==> src/rtl/fb_ifetch_pkg.sv <==
`default_nettype none
// +----------------------------------------------------------------------+
// | Module : fb_ifetch_pkg                                               |
// | Brief  : Shared widths, reset PC default and fetch-FSM state         |
// |          encodings for the instruction-fetch stage.                  |
// | Rev    : 1.0  initial release                                        |
// +----------------------------------------------------------------------+
package fb_ifetch_pkg;

  localparam int FB_32BITS     = 32;
  localparam int FB_IF_STATE_W = 3;

  localparam logic [FB_32BITS-1:0] FB_RESET_PC = 32'h0000_0000;

  // IDLE : post-reset bubble before the first request
  // REQ  : request pulse to instruction memory
  // WAIT : one request outstanding, response may be delivered directly
  // HOLD : response captured in the buffer while IF/ID is locked
  // DROP : stale request outstanding after a redirect, response discarded
  typedef enum logic [FB_IF_STATE_W-1:0] {
    FB_IF_IDLE = 3'd0,
    FB_IF_REQ  = 3'd1,
    FB_IF_WAIT = 3'd2,
    FB_IF_HOLD = 3'd3,
    FB_IF_DROP = 3'd4
  } fb_if_state_e;

endpackage : fb_ifetch_pkg
`default_nettype wire

==> src/rtl/fb_ifetch.sv <==
`default_nettype none
// +----------------------------------------------------------------------+
// | Module : fb_ifetch                                                   |
// | Brief  : Instruction-fetch stage. Owns the word-addressed PC, keeps  |
// |          at most one request outstanding to a variable-latency       |
// |          instruction memory, delivers {pc, pc+1, inst} into IF/ID,   |
// |          honours the hazard lock and drops work on redirects.        |
// | Rev    : 1.0  initial release                                        |
// +----------------------------------------------------------------------+
module fb_ifetch
  import fb_ifetch_pkg::*;
#(
  parameter logic [FB_32BITS-1:0] RESET_PC = FB_RESET_PC
) (
  input  logic                 clk,
  input  logic                 rst_n,
  input  logic                 lock,
  input  logic                 redirect_valid,
  input  logic [FB_32BITS-1:0] redirect_pc,
  output logic                 imem_req,
  output logic [FB_32BITS-1:0] imem_addr,
  input  logic                 imem_rvalid,
  input  logic [FB_32BITS-1:0] imem_rdata,
  output logic                 if_we,
  output logic [FB_32BITS-1:0] if_pc,
  output logic [FB_32BITS-1:0] if_pc_add_1,
  output logic [FB_32BITS-1:0] if_inst,
  output logic                 if_flush
);

  fb_if_state_e         state;
  fb_if_state_e         state_nxt;
  logic [FB_32BITS-1:0] pc_q;
  logic [FB_32BITS-1:0] pc_nxt;
  logic [FB_32BITS-1:0] pc_inc;
  logic [FB_32BITS-1:0] inst_buf;
  logic [FB_32BITS-1:0] inst_buf_nxt;

  // Modulo-2^32 increment: 32'hFFFF_FFFF wraps to zero by design
  assign pc_inc = pc_q + 32'd1;

  // PC and link value always track pc_q; the flush is a pure pass-through
  assign imem_addr   = pc_q;
  assign if_pc       = pc_q;
  assign if_pc_add_1 = pc_inc;
  assign if_flush    = redirect_valid;

  // State, PC and instruction buffer registers
  always_ff @(posedge clk or negedge rst_n) begin
    if (!rst_n) begin
      state    <= FB_IF_IDLE;
      pc_q     <= RESET_PC;
      inst_buf <= '0;
    end else begin
      state    <= state_nxt;
      pc_q     <= pc_nxt;
      inst_buf <= inst_buf_nxt;
    end
  end

  // Next-state and output decode; redirect outranks lock and rvalid everywhere
  always_comb begin
    state_nxt    = state;
    pc_nxt       = pc_q;
    inst_buf_nxt = inst_buf;
    imem_req     = 1'b0;
    if_we        = 1'b0;
    if_inst      = inst_buf;

    case (state)
      FB_IF_IDLE: begin
        state_nxt = FB_IF_REQ;
      end

      FB_IF_REQ: begin
        imem_req = 1'b1;
        if (redirect_valid) begin
          // The request is already on the bus, so its response must be eaten
          pc_nxt    = redirect_pc;
          state_nxt = FB_IF_DROP;
        end else begin
          state_nxt = FB_IF_WAIT;
        end
      end

      FB_IF_WAIT: begin
        if (redirect_valid) begin
          pc_nxt    = redirect_pc;
          state_nxt = imem_rvalid ? FB_IF_REQ : FB_IF_DROP;
        end else if (imem_rvalid) begin
          if (lock) begin
            inst_buf_nxt = imem_rdata;
            state_nxt    = FB_IF_HOLD;
          end else begin
            // Bypass the buffer so delivery adds no latency
            if_we     = 1'b1;
            if_inst   = imem_rdata;
            pc_nxt    = pc_inc;
            state_nxt = FB_IF_REQ;
          end
        end
      end

      FB_IF_HOLD: begin
        if (redirect_valid) begin
          pc_nxt    = redirect_pc;
          state_nxt = FB_IF_REQ;
        end else if (!lock) begin
          if_we     = 1'b1;
          pc_nxt    = pc_inc;
          state_nxt = FB_IF_REQ;
        end
      end

      FB_IF_DROP: begin
        // Latest redirect wins; the stale response only releases the FSM
        if (redirect_valid) begin
          pc_nxt = redirect_pc;
        end
        if (imem_rvalid) begin
          state_nxt = FB_IF_REQ;
        end
      end

      default: begin
        state_nxt = FB_IF_IDLE;
      end
    endcase
  end

endmodule : fb_ifetch
`default_nettype wire
==> config.mk <==
export PLATFORM = sky130hd
export DESIGN_NAME = fb_ifetch
export DESIGN_NICKNAME = d
export VERILOG_FILES = /design/src/rtl/fb_ifetch_pkg.sv /design/src/rtl/fb_ifetch.sv
export SDC_FILE = /design/constraint.sdc
export NUM_CORES = 1
export LEC_CHECK = 0
export CORE_MARGIN = 2
export CORE_UTILIZATION = 50
export DETAILED_ROUTE_END_ITERATION = 12
export DONT_BUFFER_PORTS = 1
export PLACE_DENSITY_LB_ADDON = 0.1
export SLEW_MARGIN = 20
export SYNTH_ARGS = -nofsm -noshare
export SYNTH_HDL_FRONTEND = slang
export SYNTH_SLANG_ARGS = --single-unit
==> constraint.sdc <==
create_clock -name clk -period 7.1 [get_ports clk]
set_clock_uncertainty 0.15 [all_clocks]
set_input_delay 1.42 -clock clk [delete_from_list [all_inputs] [get_ports clk]]
set_output_delay 1.42 -clock clk [all_outputs]
set_load 0.02 [all_outputs]
**Word-level counts from Yosys, hierarchy flattened**

Index checks and enable logic that the tools add are counted.

- Register bits: 67
- Word-level logic and storage cells: 44

- Reduce and logical (&&, ||, !) cells: 6
- Bitwise gates (word level): 1
- Equal/unequal tests: 8
- Add/sub/neg operators: 1
- Muxes and demuxes: 25

Operators with widths:

| kind | count |
|---|---|
| 32-bit two-way mux | 9 |
| 32-bit one-hot mux with 3 select lines | 1 |
| 32-bit by 1-bit adder with 32-bit output, second input constant | 1 |
| 3-bit two-way mux | 7 |
| 3-bit one-hot mux with 5 select lines | 1 |
| 3-bit by 2-bit == test with 1-bit output, second input constant | 2 |
| 3-bit != test, second input constant | 2 |
| 3-bit AND reduction | 2 |
| 1-bit two-way mux | 5 |
| 4-bit AND reduction | 1 |
| 3-bit by 1-bit == test with 1-bit output, second input constant | 1 |
| 3-bit == test, second input constant | 1 |
| 3-bit zero test | 1 |
| 3-bit nonzero test | 1 |
| 2-bit two-way mux | 1 |
| 2-bit by 1-bit != test with 1-bit output, second input constant | 1 |
| 2-bit != test, second input constant | 1 |
| 1-bit one-hot mux with 2 select lines | 1 |
| 2-bit OR reduction | 1 |
| 1-bit NOT | 1 |

**Longest topological paths before layout**

- Word-level depth: 5
- Depth in mapped cells: 8

**Worst setup path before layout**

OpenSTA, ideal clock, no wires.

- Path kind: input to output
- From: in redirect_valid
- To: out if_inst[10]
- Slack: 2.865 ns
- Path buffers: 2
- Stages: 5
- Data arrival time: 2.665 ns
- Path through: clkbuf_1 nor4b_1 nand2_1 buf_1 mux2_2

- Word-level cells in the longest chain between the ends: 2

Ends and longest elaborated chain:

| item | line | text |
|---|---|---|
| start, declared | fb_ifetch.sv:18 | `input logic redirect_valid,` |
| 32-bit two-way mux | fb_ifetch.sv:87 | `if (redirect_valid) begin` |
| 32-bit two-way mux | fb_ifetch.sv:70 | `case (state)` |
| end, declared | fb_ifetch.sv:27 | `output logic [FB_32BITS-1:0] if_inst,` |

No other way between the ends.

**Final worst setup path**

- From: reg pc_q[2] (netlist: if_pc[2])
- To: out if_pc_add_1[21]

- Word-level cells in the longest chain between the ends: 1

Ends and longest elaborated chain:

| item | line | text |
|---|---|---|
| start, declared | fb_ifetch.sv:33 | `logic [FB_32BITS-1:0] pc_q;` |
| start signal, assigned | fb_ifetch.sv:56 | `pc_q <= pc_nxt;` |
| 32-bit by 1-bit adder with 32-bit output | fb_ifetch.sv:40 | `assign pc_inc = pc_q + 32'd1;` |
| end, declared | fb_ifetch.sv:26 | `output logic [FB_32BITS-1:0] if_pc_add_1,` |

No other way between the ends.

==> flow_metrics.py <==
metrics = {
    "power": {
        "sw_frac_of_total_pct": 53.1,
        "cell_internal_pwr_w": 0.00118,
        "finalPower_w": 0.00251,
        "switchingPower_w": 0.00134,
        "clkPwrFrac_pct": 14.1,
        "peakVddDrop_mv": 0.235,
        "p_leak_nw": 1.84,
        "power_density_nw_per_um2": 569,
        "combPwrFrac_pct": 43.8,
        "seq_power_share_pct": 42.1,
    },
    "routing": {
        "wl_met2_um": 4950,
        "num_vias": 3260,
        "highest_layer": "met4",
        "dr.pass1.iters": 4,
        "drc": 0,
        "ant_nets": 0,
        "wl_met3_um": 951,
        "viasPerCell": 6.31,
        "drt_wl_total_um": 10500,
        "post_drt_wl_per_cell_um": 20.3,
        "drtIter0Drc": 79,
        "drt-met1-wl_um": 4430,
    },
    "hold_path": {
        "min_delay_path_depth": 1,
        "holdPathEnd": "inst_buf[1]",
        "hp-class": "reg2reg",
        "hold_path.startpoint": "inst_buf[1]",
    },
    "critical_path": {
        "worst-path-max-fanout": 10,
        "cp.arrival_ns": 3.29,
        "rr_startpoint": "if_pc[2]",
        "worstSetupStartpointType": "register",
        "path_cells": "nand3_1 > nor4_1 > nand2_1 > nor2_1 > xor2_1",
        "path_buf_inv": 0,
        "ff2ff_setup_slack_ns": 4.03,
        "cp_slowest_cell": "nor4_1",
        "crit_start": "if_pc[2]",
        "reg2regPathDepth": 5,
        "setup.worst_path.class": "reg2out",
        "slowest_delay_ns": 0.92,
        "required_ns": 5.53,
        "path_delay_family": "simple AND/OR/NAND/NOR gates",
        "cp-end-kind": "output port",
        "r2r-end": "if_pc[21]",
    },
    "synthesis": {
        "synth.area.top_cells": "dfrtp_1 (38%), mux2_2 (16%), buf_4 (5.8%)",
        "async_reset_ff_share_pct": 100,
        "yosys.area.top_type": "dfrtp_1",
        "ys.flop_type": "dfrtp_1",
        "seq_area_frac_synth_pct": 38.2,
        "synth_edf_count": 0,
        "syn_area_sq_um": 4390,
        "yosys.area.top_type_share_pct": 38.2,
        "yosysWarnings": 0,
        "avgSynthCellArea_sq_um": 9.69,
        "synth.distinct_cells": 54,
        "ys_ff_latch": 67,
        "synthesis.nets": 523,
        "synthCells": 453,
    },
    "floorplanning": {
        "pin_count": 200,
        "dieArea_sq_um": 9550,
        "core-area_sq_um": 8640,
        "die_h_um": 97.7,
        "die_width_um": 97.7,
        "start_util_pct": 50.8,
        "num_rows": 34,
    },
    "sta": {
        "setup_viol": 0,
        "min_period_ns": 4.86,
        "post-route-period-util_pct": 68.5,
        "drv_slew": 0,
        "fmax_mhz": 206,
        "tightest_slew_ns": 0.989,
        "hold_violations": 0,
        "totalNegativeSetupSlack_ns": 0,
        "max-slew-margin-rel_pct": 33.4,
        "rsz0062_at_grt": "no",
    },
    "clocking": {
        "cts_hold_buf": 0,
        "post_cts_buffers": 0,
        "cts-root-buf": "clkbuf_8",
        "ctsHtreeMaxLevel": 3,
        "ctsResizeCount": 0,
        "numCtsBuffers": 9,
        "cts_tree": "yes",
        "cts.sinks": 67,
        "ctsLongestPathBuffers": 2,
        "clk_latency_ns": 0.35,
        "clk_pin_slew_ns": 0.07,
    },
    "run_status": {
        "outcome": "complete, no violations",
    },
    "placement": {
        "dp_hpwl_um": 7140,
        "port_buffers": 0,
        "gp_congestion": 0.883,
    },
    "layout": {
        "final_core_util_pct": 51.2,
        "diodes": 0,
        "mostFrequentLayoutCells": "dfrtp_1 (67), mux2_2 (63), nand2_1 (33), a21oi_1 (26), xnor2_1 (21)",
        "final_common_cell": "dfrtp_1",
        "area.growth.synth_to_final_pct": 0.712,
        "layout-drive-gt1-share_pct": 23.2,
        "nNetsFinal": 474,
    },
    "grt": {
        "grt_pass1_wl_um": 16700,
        "grt_max_degree": 68,
        "groute.usage.overall_pct": 21.6,
        "gr-total-overflow": 0,
        "antenna_found_initial": 0,
        "grt_pass1_vias": 3121,
    },
    "flow_run": {
        "drv_cap": 0,
    },
}
-- per-stage QoR --
step                hold slack, ns  area, sq um  instances  setup WS, ns
floorplan                    0.302         4390        453          2.87
global placement             0.327         4200        501          2.45
detailed placement           0.326         4200        501          2.36
CTS                          0.341         4420        517          2.27
global route                 0.367         4420        517          2.00
finish                       0.339         4420        517          2.24
-- registers in the layout, indices dropped and copies added (netlist names) --
| signal | count |
|---|---|
| if_pc | 32 |
| state | 3 |
| inst_buf | 32 |
-- cell usage after synthesis, types with 5 or more instances --
| master | n |
|---|---|
| dfrtp_1 | 67 |
| mux2_2 | 63 |
| buf_4 | 34 |
| nand2_1 | 34 |
| a21oi_1 | 26 |
| clkbuf_1 | 21 |
| xnor2_1 | 21 |
| nor2_1 | 20 |
| o21ai_0 | 20 |
| nand3_1 | 14 |
| o22ai_1 | 14 |
| xor2_1 | 10 |
| a2bb2oi_1 | 9 |
| buf_1 | 9 |
| and3_1 | 8 |
| nand4_1 | 8 |
| inv_1 | 6 |
| nor3_1 | 6 |
| o2bb2ai_1 | 5 |
-- cell families after synthesis --
kind of cell    count (synthesis)  share of synthesized area, %
buf+inv                        71                          9.01
fa+ha+maj                       1                         0.285
simple gates                  115                          14.0
xor+xnor                       31                          6.18
mux                            65                          16.6
compound gates                103                          15.7
flops                          67                          38.2
-- worst max-delay path by stage --
stage                                  to  cells after the start  slack [ns]
after floorplan               if_inst[10]                      5        2.87
after global placement        if_inst[10]                      3        2.45
after detailed placement      if_inst[13]                      3        2.36
after CTS                 if_pc_add_1[21]                      5        2.27
after global routing      if_pc_add_1[21]                      5        2.00
final                     if_pc_add_1[21]                      5        2.24
-- layout make-up --
| class | count | area [sq um] |
|---|---|---|
| Clock buffer | 10 | 128 |
| Tap cell | 108 | 135 |
| Multi-Input combinational cell | 315 | 2330 |
| Sequential cell | 67 | 1680 |
| Timing Repair Buffer | 5 | 37.5 |
| Clock inverter | 6 | 90.1 |
| Fill cell | 815 | 4210 |
| Inverter | 6 | 22.5 |
-- per-layer routing --
| layer | GRT usage (%) | up-vias |
|---|---|---|
| li1 | - | 1515 |
| met1 | 26.8 | 1594 |
| met2 | 34.9 | 138 |
| met3 | 7.91 | 13 |
| met4 | 7.69 | 0 |
| met5 | 0 | - |
-- power groups by stage --
stage	combinational, W	clock (W)	sequential [W]
finish	0.00110	0.000353	0.00106
global route	0.00120	0.000379	0.00110
CTS	0.00111	0.000363	0.00106
detailed placement	0.00110	0	0.00107
global placement	0.00108	0	0.00107
floorplan	0.00124	0	0.000847
No activity file was read; power rests on OpenSTA's default activity.
